==> config.mk <==
export PLATFORM = sky130hd
export DESIGN_NAME = acceso_parqueo_ctrl_param_flat
export DESIGN_NICKNAME = d
export VERILOG_FILES = /design/src/rtl/acceso_parqueo_ctrl_param_if.sv /design/src/rtl/acceso_parqueo_ctrl_param.sv /design/src/flat_wrapper.sv
export SDC_FILE = /design/constraint.sdc
export NUM_CORES = 1
export LEC_CHECK = 0
export CAP_MARGIN = 10
export CORE_MARGIN = 2
export CORE_UTILIZATION = 40
export DETAILED_ROUTE_END_ITERATION = 10
export PLACE_DENSITY = 0.74
export SYNTH_ARGS = -nofsm -noshare
export SYNTH_HDL_FRONTEND = slang
export SYNTH_SLANG_ARGS = --single-unit
==> constraint.sdc <==
create_clock -name clock -period 1.8 [get_ports clock]
set_clock_uncertainty 0.15 [all_clocks]
set_input_delay 0.36 -clock clock [delete_from_list [all_inputs] [get_ports clock]]
set_output_delay 0.36 -clock clock [all_outputs]
set_load 0.005 [all_outputs]
==> src/rtl/acceso_parqueo_ctrl_param_if.sv <==
// Lane/keypad/actuator bundle for the parking access controller.
// master: lane side (drives sensors+PIN), slave: controller.
interface acceso_parqueo_ctrl_param_if #(
  parameter int unsigned PIN_WIDTH = 16,
  parameter int unsigned CNT_W     = 2,
  parameter int unsigned OCC_W     = 4
);
  logic                 sensor_llegada_vehiculo;
  logic                 sensor_ingreso_vehiculo;
  logic                 sensor_salida_vehiculo;
  logic [PIN_WIDTH-1:0] clave_ingresada;
  logic                 clave_valida;
  logic                 senal_compuerta;
  logic                 senal_alarma_pin;
  logic                 senal_alarma_bloqueo;
  logic                 senal_lleno;
  logic                 senal_timeout;
  logic [CNT_W-1:0]     cuenta_intentos;
  logic [OCC_W-1:0]     ocupacion;

  modport master (
    output sensor_llegada_vehiculo,
    output sensor_ingreso_vehiculo,
    output sensor_salida_vehiculo,
    output clave_ingresada,
    output clave_valida,
    input  senal_compuerta,
    input  senal_alarma_pin,
    input  senal_alarma_bloqueo,
    input  senal_lleno,
    input  senal_timeout,
    input  cuenta_intentos,
    input  ocupacion
  );

  modport slave (
    input  sensor_llegada_vehiculo,
    input  sensor_ingreso_vehiculo,
    input  sensor_salida_vehiculo,
    input  clave_ingresada,
    input  clave_valida,
    output senal_compuerta,
    output senal_alarma_pin,
    output senal_alarma_bloqueo,
    output senal_lleno,
    output senal_timeout,
    output cuenta_intentos,
    output ocupacion
  );
endinterface

==> src/rtl/acceso_parqueo_ctrl_param.sv <==
// Parking gate controller: PIN check with attempt limit, intrusion
// block alarm, occupancy counter with full flag, optional gate timeout.
// Ports: clock, reset (sync, active-high), bus (slave modport) carrying
//   sensors, clave_ingresada/clave_valida in; gate, alarms, lleno,
//   timeout pulse, cuenta_intentos, ocupacion out (all registered).
// Optional: define ACCESO_TIMEOUT_EN to close an unused open gate after
//   TIMEOUT_CICLOS cycles (senal_timeout pulses); otherwise tied 0.
module acceso_parqueo_ctrl_param #(
  parameter int unsigned          PIN_WIDTH      = 16,
  parameter logic [PIN_WIDTH-1:0] PIN_CORRECTO   = 16'h3257,
  parameter int unsigned          MAX_INTENTOS   = 3,
  parameter int unsigned          CAPACIDAD      = 8,
  parameter int unsigned          OCC_W          = 4,
  parameter int unsigned          TIMEOUT_CICLOS = 64,
  localparam int unsigned         CNT_W = $clog2(MAX_INTENTOS + 1)
) (
  input  logic                       clock,
  input  logic                       reset,
  acceso_parqueo_ctrl_param_if.slave bus
);

  typedef enum logic [2:0] {
    S_IDLE,
    S_ESPERA_PIN,
    S_ALARMA_PIN,
    S_ABIERTA,
    S_BLOQUEO
  } state_t;

  state_t             r_state;
  state_t             w_nxt;
  logic [CNT_W-1:0]   r_cnt;
  logic [CNT_W-1:0]   w_cnt_nxt;
  logic [OCC_W-1:0]   r_occ;
  logic [OCC_W-1:0]   w_occ_nxt;
  logic               r_gate;
  logic               r_alpin;
  logic               w_alpin_nxt;
  logic               r_blk;
  logic               r_lleno;
  logic               r_to;
  logic               w_to;
  logic               r_ing_q;
  logic               r_sal_q;
  logic               w_ll;
  logic               w_ing;
  logic               w_ok;
  logic               w_bad;
  logic               w_ing_fall;
  logic               w_sal_rise;
  logic               w_inc;

  assign w_ll       = bus.sensor_llegada_vehiculo;
  assign w_ing      = bus.sensor_ingreso_vehiculo;
  assign w_ok       = bus.clave_valida &&
                      (bus.clave_ingresada == PIN_CORRECTO);
  assign w_bad      = bus.clave_valida && !w_ok;
  assign w_ing_fall = r_ing_q && !w_ing;
  assign w_sal_rise = bus.sensor_salida_vehiculo && !r_sal_q;

`ifdef ACCESO_TIMEOUT_EN
  localparam int unsigned TMR_W =
    (TIMEOUT_CICLOS > 1) ? $clog2(TIMEOUT_CICLOS) : 1;
  localparam logic [TMR_W-1:0] TMR_LAST =
    TMR_W'(TIMEOUT_CICLOS - 1);

  logic [TMR_W-1:0] r_tmr;
  logic             r_visto;
  logic             w_tmo_hit;

  // Counting stops for good once a vehicle has been seen in the gate.
  assign w_tmo_hit = !r_visto && !w_ing && (r_tmr == TMR_LAST);
`else
  logic w_unused_tmo;
  assign w_unused_tmo = (TIMEOUT_CICLOS != 0);
`endif

  always_comb begin
    w_nxt       = r_state;
    w_cnt_nxt   = r_cnt;
    w_alpin_nxt = r_alpin;
    w_inc       = 1'b0;
    w_to        = 1'b0;
    unique case (r_state)
      S_IDLE: begin
        if (w_ing)
          w_nxt = S_BLOQUEO;
        else if (w_ll && !r_lleno)
          w_nxt = S_ESPERA_PIN;
      end
      S_ESPERA_PIN: begin
        if (w_ing) begin
          w_nxt = S_BLOQUEO;
        end else if (w_ok) begin
          w_nxt     = S_ABIERTA;
          w_cnt_nxt = '0;
        end else if (w_bad) begin
          w_cnt_nxt = r_cnt + 1'b1;
          if (r_cnt == CNT_W'(MAX_INTENTOS - 1)) begin
            w_nxt       = S_ALARMA_PIN;
            w_alpin_nxt = 1'b1;
          end
        end else if (!w_ll) begin
          w_nxt     = S_IDLE;
          w_cnt_nxt = '0;
        end
      end
      S_ALARMA_PIN: begin
        if (w_ing) begin
          w_nxt = S_BLOQUEO;
        end else if (w_ok) begin
          w_nxt       = S_ABIERTA;
          w_alpin_nxt = 1'b0;
          w_cnt_nxt   = '0;
        end
      end
      S_ABIERTA: begin
        if (w_ing_fall) begin
          w_nxt = S_IDLE;
          w_inc = 1'b1;
        end
`ifdef ACCESO_TIMEOUT_EN
        else if (w_tmo_hit) begin
          w_nxt = S_IDLE;
          w_to  = 1'b1;
        end
`endif
      end
      S_BLOQUEO: begin
        // A pin alarm carried in here stays up until a good PIN.
        if (w_ok) begin
          w_nxt       = S_ABIERTA;
          w_alpin_nxt = 1'b0;
          w_cnt_nxt   = '0;
        end
      end
      default: w_nxt = S_IDLE;
    endcase
  end

  always_comb begin
    w_occ_nxt = r_occ;
    if (w_inc && w_sal_rise)
      w_occ_nxt = r_occ;
    else if (w_inc && (r_occ != OCC_W'(CAPACIDAD)))
      w_occ_nxt = r_occ + 1'b1;
    else if (w_sal_rise && (r_occ != '0))
      w_occ_nxt = r_occ - 1'b1;
  end

  always_ff @(posedge clock) begin
    if (reset) begin
      r_state <= S_IDLE;
      r_cnt   <= '0;
      r_occ   <= '0;
      r_gate  <= 1'b0;
      r_alpin <= 1'b0;
      r_blk   <= 1'b0;
      r_lleno <= 1'b0;
      r_to    <= 1'b0;
      r_ing_q <= 1'b0;
      r_sal_q <= 1'b0;
    end else begin
      r_state <= w_nxt;
      r_cnt   <= w_cnt_nxt;
      r_occ   <= w_occ_nxt;
      r_gate  <= (w_nxt == S_ABIERTA);
      r_alpin <= w_alpin_nxt;
      r_blk   <= (w_nxt == S_BLOQUEO);
      r_lleno <= (w_occ_nxt == OCC_W'(CAPACIDAD));
      r_to    <= w_to;
      r_ing_q <= w_ing;
      r_sal_q <= bus.sensor_salida_vehiculo;
    end
  end

`ifdef ACCESO_TIMEOUT_EN
  always_ff @(posedge clock) begin
    if (reset) begin
      r_tmr   <= '0;
      r_visto <= 1'b0;
    end else if (w_nxt == S_ABIERTA && r_state != S_ABIERTA) begin
      r_tmr   <= '0;
      r_visto <= 1'b0;
    end else if (r_state == S_ABIERTA) begin
      if (w_ing)
        r_visto <= 1'b1;
      else if (!r_visto)
        r_tmr <= r_tmr + 1'b1;
    end
  end
`endif

  assign bus.senal_compuerta      = r_gate;
  assign bus.senal_alarma_pin     = r_alpin;
  assign bus.senal_alarma_bloqueo = r_blk;
  assign bus.senal_lleno          = r_lleno;
  assign bus.senal_timeout        = r_to;
  assign bus.cuenta_intentos      = r_cnt;
  assign bus.ocupacion            = r_occ;

endmodule

==> src/flat_wrapper.sv <==
// flat-port wrapper written by rule: the top's interface ports become plain ports
module acceso_parqueo_ctrl_param_flat 
#(
  parameter int unsigned          PIN_WIDTH      = 16,
  parameter logic [PIN_WIDTH-1:0] PIN_CORRECTO   = 16'h3257,
  parameter int unsigned          MAX_INTENTOS   = 3,
  parameter int unsigned          CAPACIDAD      = 8,
  parameter int unsigned          OCC_W          = 4,
  parameter int unsigned          TIMEOUT_CICLOS = 64,
  localparam int unsigned         CNT_W = $clog2(MAX_INTENTOS + 1)
)
  (clock, reset, bus_sensor_llegada_vehiculo, bus_sensor_ingreso_vehiculo, bus_sensor_salida_vehiculo, bus_clave_ingresada, bus_clave_valida, bus_senal_compuerta, bus_senal_alarma_pin, bus_senal_alarma_bloqueo, bus_senal_lleno, bus_senal_timeout, bus_cuenta_intentos, bus_ocupacion);
  acceso_parqueo_ctrl_param_if #(.PIN_WIDTH(PIN_WIDTH), .CNT_W(2), .OCC_W(OCC_W)) bus_i ();
  input  logic clock;
  input  logic reset;
  input wire logic [$bits(bus_i.sensor_llegada_vehiculo)-1:0] bus_sensor_llegada_vehiculo;
  input wire logic [$bits(bus_i.sensor_ingreso_vehiculo)-1:0] bus_sensor_ingreso_vehiculo;
  input wire logic [$bits(bus_i.sensor_salida_vehiculo)-1:0] bus_sensor_salida_vehiculo;
  input wire logic [$bits(bus_i.clave_ingresada)-1:0] bus_clave_ingresada;
  input wire logic [$bits(bus_i.clave_valida)-1:0] bus_clave_valida;
  output wire logic [$bits(bus_i.senal_compuerta)-1:0] bus_senal_compuerta;
  output wire logic [$bits(bus_i.senal_alarma_pin)-1:0] bus_senal_alarma_pin;
  output wire logic [$bits(bus_i.senal_alarma_bloqueo)-1:0] bus_senal_alarma_bloqueo;
  output wire logic [$bits(bus_i.senal_lleno)-1:0] bus_senal_lleno;
  output wire logic [$bits(bus_i.senal_timeout)-1:0] bus_senal_timeout;
  output wire logic [$bits(bus_i.cuenta_intentos)-1:0] bus_cuenta_intentos;
  output wire logic [$bits(bus_i.ocupacion)-1:0] bus_ocupacion;
  assign bus_i.sensor_llegada_vehiculo = bus_sensor_llegada_vehiculo;
  assign bus_i.sensor_ingreso_vehiculo = bus_sensor_ingreso_vehiculo;
  assign bus_i.sensor_salida_vehiculo = bus_sensor_salida_vehiculo;
  assign bus_i.clave_ingresada = bus_clave_ingresada;
  assign bus_i.clave_valida = bus_clave_valida;
  assign bus_senal_compuerta = bus_i.senal_compuerta;
  assign bus_senal_alarma_pin = bus_i.senal_alarma_pin;
  assign bus_senal_alarma_bloqueo = bus_i.senal_alarma_bloqueo;
  assign bus_senal_lleno = bus_i.senal_lleno;
  assign bus_senal_timeout = bus_i.senal_timeout;
  assign bus_cuenta_intentos = bus_i.cuenta_intentos;
  assign bus_ocupacion = bus_i.ocupacion;
  acceso_parqueo_ctrl_param #(.PIN_WIDTH(PIN_WIDTH), .PIN_CORRECTO(PIN_CORRECTO), .MAX_INTENTOS(MAX_INTENTOS), .CAPACIDAD(CAPACIDAD), .OCC_W(OCC_W), .TIMEOUT_CICLOS(TIMEOUT_CICLOS)) u_core (.clock(clock), .reset(reset), .bus(bus_i));
endmodule
# ---- Word level (Yosys, flattened, before mapping)
# Index checks and enable logic that the tools add are counted.
# Widths: inputs -> output; s select.
dict set report word_totals {
  register_bits 15
  inputBits 22
}
dict set report op_classes {
  add_sub_neg 3
  n_eq_ne 16
  mux 30
  n_reduce_logical 17
}
# cell n
set ops {}
lappend ops {{$mux 3} 10}
lappend ops {{$eq 16x14->1 const B} 1}
lappend ops {{$pmux 3 s5} 1}
lappend ops {{$mux 2} 6}
lappend ops {{$mux 4} 3}
lappend ops {{$eq 3x2->1 const B} 3}
lappend ops {{$logic_and 1x1->1} 8}
lappend ops {{$mux 1} 8}
lappend ops {{$eq 3x3->1 const B} 2}
lappend ops {{$ne 2x2->1 const B} 3}
lappend ops {{$pmux 2 s3} 1}
lappend ops {{$reduce_and 6->1} 1}
lappend ops {{$add 4x1->4 const B} 1}
lappend ops {{$eq 4x4->1 const B} 1}
lappend ops {{$logic_not 1->1} 4}
lappend ops {{$ne 2x1->1 const B} 2}
lappend ops {{$ne 4x2->1 const B} 1}
lappend ops {{$ne 4x4->1 const B} 1}
lappend ops {{$reduce_and 4->1} 1}
lappend ops {{$reduce_bool 4->1} 1}
lappend ops {{$sub 4x1->4 const B} 1}
lappend ops {{$eq 3x1->1 const B} 1}
lappend ops {{$logic_not 3->1} 1}
lappend ops {{$pmux 1 s3} 1}
lappend ops {{3 further kinds} 3}

# ---- Longest topological paths before layout
# Gate-level depths: netlist of the first run.
dict set report depth {
  ltp_word 9
  depth_mapped 7
  mapped_depth_nobuf 7
}

# ---- Worst setup path before layout of the first run
# No wires, ideal clock.
dict set report synth_path {
  kind {reg2reg}
  from {register u_core.r_occ[0] (netlist: u_core.bus.ocupacion[0])}
  to {register u_core.r_lleno (netlist: u_core.bus.senal_lleno)}
  setup_ns 0.088
  arrival_ns 1.595
  required_time_ns 1.562
  setup_slack_ns -0.033
  path_stages_with_launch 7
  synth_period_minus_slack_ns 1.833
  path_cell_list {dfxtp_1 > inv_1 > ha_1 > a2111oi_0 > a22oi_1 > xnor2_1 > nor4_2}
}
dict set report synth_between {
  elab_chain_len 6
}
# element line_no
set synth_rtl {}
lappend synth_rtl {{start, declared} acceso_parqueo_ctrl_param.sv:34} ;# logic [OCC_W-1:0] r_occ;
lappend synth_rtl {{start signal, assigned} acceso_parqueo_ctrl_param.sv:166} ;# r_occ <= w_occ_nxt;
lappend synth_rtl {{branches (longest 4 deep; another with $sub 4x1->4)} -}
lappend synth_rtl {{$mux 4 (*)} acceso_parqueo_ctrl_param.sv:143} ;# if (w_inc && w_sal_rise)
lappend synth_rtl {{$eq 4x4->1 (*)} acceso_parqueo_ctrl_param.sv:170} ;# r_lleno <= (w_occ_nxt == OCC_W'(CAPACIDAD));
lappend synth_rtl {{end signal, assigned} acceso_parqueo_ctrl_param.sv:170}
lappend synth_rtl {{end, declared} acceso_parqueo_ctrl_param.sv:40} ;# logic r_lleno;
# Every way passes the cells marked *.
# A chain may end at the register's enable or synchronous reset.

# ---- Worst setup path in the final report of the first run
dict set report layout_path {
  from {input port bus_clave_ingresada[6]}
  to {register u_core.r_alpin (netlist: u_core.bus.senal_alarma_pin)}
}
dict set report layout_between {
  elab_chain_len 6
}
# element line_no
set layout_rtl {}
lappend layout_rtl {{start, declared} flat_wrapper.sv:19} ;# input wire logic [$bits(bus_i.clave_ingresada)-1:0] bus_clave_ingresada;
lappend layout_rtl {{$eq 16x14->1 (*)} acceso_parqueo_ctrl_param.sv:56} ;# (bus.clave_ingresada == PIN_CORRECTO);
lappend layout_rtl {{$logic_and 1x1->1 (*)} acceso_parqueo_ctrl_param.sv:55} ;# assign w_ok = bus.clave_valida &&
lappend layout_rtl {{$logic_not 1->1} acceso_parqueo_ctrl_param.sv:57} ;# assign w_bad = bus.clave_valida && !w_ok;
lappend layout_rtl {{$logic_and 1x1->1} acceso_parqueo_ctrl_param.sv:57}
lappend layout_rtl {{$ne 2x1->1 (no line)} -}
lappend layout_rtl {{$reduce_and 6->1 (no line)} -}
lappend layout_rtl {{end signal, assigned} acceso_parqueo_ctrl_param.sv:168} ;# r_alpin <= w_alpin_nxt;
lappend layout_rtl {{end, declared} acceso_parqueo_ctrl_param.sv:37} ;# logic r_alpin;
# Mark *: on every way between the ends. The rest lies on a longest branch, timed or not. The select of a mux whose other input is x is not followed.

==> results of run 1 <==
state kept, by name, summed over array words and instances, names as in the netlist:
register	cells
u_core.bus.senal_alarma_pin	1
u_core.r_sal_q	1
u_core.bus.senal_alarma_bloqueo	1
u_core.bus.senal_lleno	1
u_core.bus.cuenta_intentos	2
u_core.bus.senal_compuerta	1
u_core.r_state	3
u_core.r_ing_q	1
u_core.bus.ocupacion	4
cell type report:
type,instances,area share (%)
repair buffers,46,29.6
multi-input cells,87,45.4
inverters,7,1.66
well taps,28,2.21
flip-flops and latches,15,19.4
clock buffers,3,1.42
clock inverters,1,0.316
worst max-delay path, stage by stage:
cell and delay [ns]:
clkdlybuf4s50_1 0.45, and4bb_2 0.26, nand4_4 0.17, buf_6 0.18
o41ai_2 0.29, a21oi_1 0.11
power by group through the flow:
stage               combinational, mW  sequential (mW)  clock [mW]
floorplan                       0.166            0.394           0
global placement                0.324            0.389           0
detailed placement              0.336            0.390           0
CTS                             0.346            0.383       0.213
global route                    0.417            0.391       0.230
finish                          0.382            0.386       0.208
layout by cell type (no fill, tap or decap), types with 2 or more instances in the layout:
cell	netlist	final
a21oi_1	5	4
a21oi_2	1	2
a22oi_1	2	2
and4bb_2	2	2
buf_4	1	14
clkbuf_4	0	3
clkdlybuf4s50_1	0	14
dfxtp_1	15	9
dfxtp_2	0	6
dlymetal6s2s_1	0	17
ha_1	3	2
inv_1	7	7
mux2i_1	2	2
nand2_1	6	5
nand2b_1	3	3
nand3_1	4	4
nor2_1	10	9
nor2_4	0	2
nor2b_1	5	5
nor3_1	2	2
nor3b_1	3	2
o21ai_0	2	2
o221ai_2	1	2
o22ai_1	2	2
xnor2_1	3	2
xor2_1	2	2
how the worst max path moves through the flow:
stage,start,to,slack [ns]
floorplan,u_core.bus.ocupacion[1],u_core.bus.senal_lleno,0.02
global placement,bus_clave_ingresada[5],u_core.bus.cuenta_intentos[0],-0.28
detailed placement,bus_sensor_ingreso_vehiculo,u_core.bus.senal_lleno,-0.34
CTS,bus_sensor_ingreso_vehiculo,u_core.bus.senal_lleno,0.007
global route,bus_sensor_salida_vehiculo,u_core.bus.senal_lleno,-0.06
finish,bus_clave_ingresada[6],u_core.bus.senal_alarma_pin,0.02
repair_timing:
item / in CTS / in global routing
endpoints found under the hold margin: 0 / 0
gates resized for setup: 4 / 37
pin swaps: 1 / 15
setup endpoints to repair: 4 / 12
buffers inserted: 0 / 1
per-stage QoR:
step	cells	setup TNS [ns]	util, %	setup slack (ns)
floorplan	113	0	-	0.0239
global placement	182	-2.71	62.2	-0.277
detailed placement	182	-3.13	62.2	-0.342
CTS	186	0	64.1	0.00736
global route	187	-0.205	70.3	-0.0591
finish	187	0	70.3	0.0210
routing by layer:
layer  vias to the layer above  wire length [um]  GRT usage, %
met2                        52              1720          42.4
met4                         0                36          5.98
met3                         6               277          6.78
met5                         -                 0             0
met1                       491              1100          22.5
li1                        507                 -             -
kinds of logic (layout without fill, tap and decap cells):
family | count (synthesis) | after routing
and+or+nand+nor | 50 | 50
other | 1 | 1
adders and majority gates | 3 | 3
xor gates and xnor gates | 5 | 5
muxes | 2 | 2
AOI/OAI and AO/OA | 26 | 26
buffers and inverters | 11 | 57
DFF | 15 | 15
==> impl_metrics.ini, run 1 <==
[global_routing]
grt_max_degree = 10
grt_pass1_wl_um = 4620
antenna_found_initial = 0
grt_overflow = 0
grt_pass1_vias = 1058
grt_use_total_pct = 22.1

[die]
initial_core_util_pct = 43.3
pin_count = 33
rows = 17
dieArea_um2 = 2850
chipHeight_um = 53.4
core_um2 = 2250
die_x_um = 53.4

[synthesis]
synth_compound_area_share_pct = 20.2
synth_top_family_by_area = simple AND/OR/NAND/NOR gates
synth_seq_cells = 15
syn_inst = 113
yosys.area_share.simple_pct = 32.8
synth-edff-count = 0
synthMostInstantiatedCell = dfxtp_1
synth-main-ff-cell = dfxtp_1
syn-cell-area_um2 = 977
synthesis.nets = 138
synthAdderAreaFrac_pct = 3.84
synth.avg_cell_area_um2 = 8.65
synth_warnings = 0
synth_area_leaders = dfxtp_1 31%, ha_1 3.8%, nor2_1 3.8%
synth_commonest_cells = 15 x dfxtp_1, 10 x nor2_1, 7 x inv_1, 6 x nand2_1
synthXorXnorAreaFrac_pct = 4.48
post-synth-top-area-cell = dfxtp_1
synth_top_area_share_pct = 30.7
muxShareOfSynthArea_pct = 2.05
async_reset_ff_share_pct = 0
synth.yosys.seq_area_share_pct = 30.7
ys_types = 52

[clock_network]
numClockSinks = 15
clk_path_buf_depth = 2
cts_tree = yes
clock_latency_ns = 0.30
cts_buffers = 3
clkTransAtPathRegs_ns = 0.11
holdBufCountCts = 0
h-tree-depth = 1
cts_root_buf = clkbuf_4

[sta]
holdWs_ns = 0.328
drv_slew = 0
final_hold_viol_count = 0
rsz0062_at_grt = yes
finalCritPeriodShare_pct = 98.8
fmax_mhz = 562
min_period_ns = 1.78
finalSetupViolations = 0

[hold_path]
hold_class = reg2reg
hold_path_end = u_core.bus.cuenta_intentos[0]
holdPathStages = 1
hp-start = u_core.bus.cuenta_intentos[0]

[setup_path]
critPathArrivalTime_ns = 1.82
crit_path_start_kind = input port
crit_fanout = 7
cp_data_required_time_ns = 1.84
reg2reg_depth = 6
path_class = in2reg
r2r_start = u_core.bus.ocupacion[0]
worstReg2RegEnd = u_core.bus.ocupacion[3]
reg2reg_slack_ns = 0.06
cp-end-kind = register

[power_and_ir_drop]
switching_share_pct = 33.7
p_switching_mw = 0.329
pwr-share-clk_pct = 21.3
seqPwrFrac_pct = 39.6
ir_drop_mv = 0.491
power_leakage_nw = 0.757
power_mw = 0.977
internal_power_mw = 0.647
pwr-share-comb_pct = 39.1
p_per_area_nw_per_um2 = 616

[layout]
drive_gt1_share_pct = 32.1
final-seq-area_um2 = 308
area_growth_pct = 62.2
nFillCells = 189
stdcell_area_um2 = 1590
multi_input_area_um2 = 719
diodes = 0
fin_nets = 185

[routing]
drc = 0
vias_per_cell = 5.65
wl_um = 3130
wl_per_cell_um = 16.8
vias = 1056
ant_nets = 0
dr.pass1.iters = 4
drt_iter0_markers = 27

[place]
io_buffers = 31
routabilityCongestion = 0.903
place_hpwl_um = 2130
post_dp_cell_area_um2 = 1400

[flow_run]
max_cap_violations = 0

[run_status]
status = complete, no violations
Note: power is estimated with default switching activity, not from simulation.
==> run 2, diff against run 1 <==
--- a/config.mk
+++ b/config.mk
@@ -10,6 +10,7 @@
 export CORE_UTILIZATION = 40
 export DETAILED_ROUTE_END_ITERATION = 10
 export PLACE_DENSITY = 0.74
+export SLEW_MARGIN = 25
 export SYNTH_ARGS = -nofsm -noshare
 export SYNTH_HDL_FRONTEND = slang
 export SYNTH_SLANG_ARGS = --single-unit
==> results of run 2 <==
No change in the layout: final DEF, timing and power equal those of run 1.
==> run 3, diff against run 2 <==
--- a/config.mk
+++ b/config.mk
@@ -9,8 +9,9 @@
 export CORE_MARGIN = 2
 export CORE_UTILIZATION = 40
 export DETAILED_ROUTE_END_ITERATION = 10
+export MAX_ROUTING_LAYER = met4
 export PLACE_DENSITY = 0.74
-export SLEW_MARGIN = 25
+export REMOVE_ABC_BUFFERS = 1
 export SYNTH_ARGS = -nofsm -noshare
 export SYNTH_HDL_FRONTEND = slang
 export SYNTH_SLANG_ARGS = --single-unit
==> impl_metrics.ini, run 3 (same netlist as run 1, synthesis figures left out) <==
[routing]
vias = 996
wl_per_cell_um = 13.8
drt_iter0_markers = 15
drc = 0
ant_nets = 0
vias_per_cell = 5.35
wl_um = 2570
dr.pass1.iters = 4

[hold_path]
hp-start = u_core.bus.cuenta_intentos[0]
holdPathStages = 1
hold_class = reg2reg
hold_path_end = u_core.bus.cuenta_intentos[0]

[die]
initial_core_util_pct = 43.3
chipHeight_um = 53.4
dieArea_um2 = 2850
pin_count = 33
rows = 17
die_x_um = 53.4
core_um2 = 2250

[sta]
finalCritPeriodShare_pct = 96.9
holdWs_ns = 0.322
final_hold_viol_count = 0
min_period_ns = 1.74
rsz0062_at_grt = yes
finalSetupViolations = 0
totalNegativeSetupSlack_ns = 0
fmax_mhz = 573
drv_slew = 0

[flow_run]
max_cap_violations = 0

[clock_network]
cts_tree = yes
clk_path_buf_depth = 2
cts_buffers = 3
clock_latency_ns = 0.28
h-tree-depth = 1
cts_root_buf = clkbuf_4
clkTransAtPathRegs_ns = 0.09
holdBufCountCts = 0
numClockSinks = 15

[setup_path]
crit_chain = clkdlybuf4s50_1
crit_fanout = 9
worstReg2RegEnd = u_core.bus.senal_lleno
crit_path_start_kind = register
cpPeakStageDelay_ns = 0.53
cp_top_family = buffers and inverters
reg2reg_slack_ns = 0.12
worst-path-buf-inv = 1
cp_data_required_time_ns = 1.29
r2r_start = u_core.bus.ocupacion[1]
cpMaxStageDelayCell = clkdlybuf4s50_1
path_class = reg2out
cp-end-kind = output pin
critPathArrivalTime_ns = 1.23
reg2reg_depth = 6

[power_and_ir_drop]
p_per_area_nw_per_um2 = 633
power_leakage_nw = 0.635
ir_drop_mv = 0.556
power_mw = 0.957

[layout]
area_growth_pct = 54.7
drive_gt1_share_pct = 27.8
final_common_cell = clkdlybuf4s50_1
post-route-util_pct = 67.0
stdcell_area_um2 = 1510
diodes = 0
largest_reg_flops = 4
fin_nets = 184
final_cell_mix = 25 x clkdlybuf4s50_1, 13 x buf_4, 11 x dfxtp_1, 9 x nor2_1

[place]
io_buffers = 31
post_dp_cell_area_um2 = 1390
routabilityCongestion = 0.915
place_hpwl_um = 2050

[run_status]
status = complete, no violations

[global_routing]
grt_max_degree = 13
grt_pass1_wl_um = 3930
grt_use_total_pct = 19.2
grt_overflow = 0
grt_pass1_vias = 961
antenna_found_initial = 0
## run 3: changes by cell type in the layout (fill, tap and decap cells not counted), moves of 2 or more
| cell | before | now |
|---|---|---|
| clkdlybuf4s50_1 | 14 | 25 |
| dfxtp_1 | 9 | 11 |
| dfxtp_2 | 6 | 4 |
| dlymetal6s2s_1 | 17 | 5 |
| inv_1 | 7 | 5 |
| inv_2 | 0 | 2 |
| nor2_2 | 0 | 2 |
| nor2_4 | 2 | 0 |
## run 3: cell type report
| cell class | instances | area (um2) |
|---|---|---|
| clock buffers | 3 | 22.5 |
| flip-flops and latches | 15 | 305 |
| multi-input cells | 87 | 687 |
| well taps | 28 | 35.0 |
| clock inverters | 1 | 5.00 |
| repair buffers | 45 | 430 |
| fillers | 199 | 743 |
| inverters | 7 | 26.3 |
## run 3: power by group
group          leakage (nW)  switching, mW  internal [mW]
clock                0.0177          0.108         0.0824
sequential            0.124         0.0279          0.361
combinational         0.493          0.159          0.218
## run 3: how the worst max path moves through the flow
stage / start / endpoint / cells after the start
after detailed placement: bus_sensor_ingreso_vehiculo / u_core.bus.senal_lleno / 6
after floorplan: u_core.bus.ocupacion[0] / u_core.bus.senal_lleno / 6
after CTS: u_core.bus.ocupacion[0] / u_core.bus.senal_lleno / 8
final: u_core.bus.ocupacion[2] / bus_ocupacion[2] / 1
after global routing: u_core.bus.ocupacion[1] / u_core.bus.senal_lleno / 6
after global placement: bus_sensor_ingreso_vehiculo / u_core.bus.senal_lleno / 6
## run 3: routing by layer
layer / wire [um] / global-route usage [%] / up-vias
met1: 1040 / 21.5 / 461
met5: 0 / - / -
li1: - / - / 504
met2: 1280 / 33.7 / 29
met3: 247 / 4.80 / 2
met4: 6 / 5.13 / 0
## run 3: timing repair
action / in CTS / in global routing
pin swaps: 0 / 9
resized for setup: 5 / 20
setup buffers: 0 / 2
setup endpoints to repair: 4 / 11
## run 3: metrics by stage
| stage | instances | setup WS [ns] |
|---|---|---|
| finish | 186 | 0.0558 |
| global route | 186 | -0.0150 |
| CTS | 185 | 0.00483 |
| detailed placement | 181 | -0.379 |
| global placement | 181 | -0.309 |
| floorplan | 109 | -0.0327 |
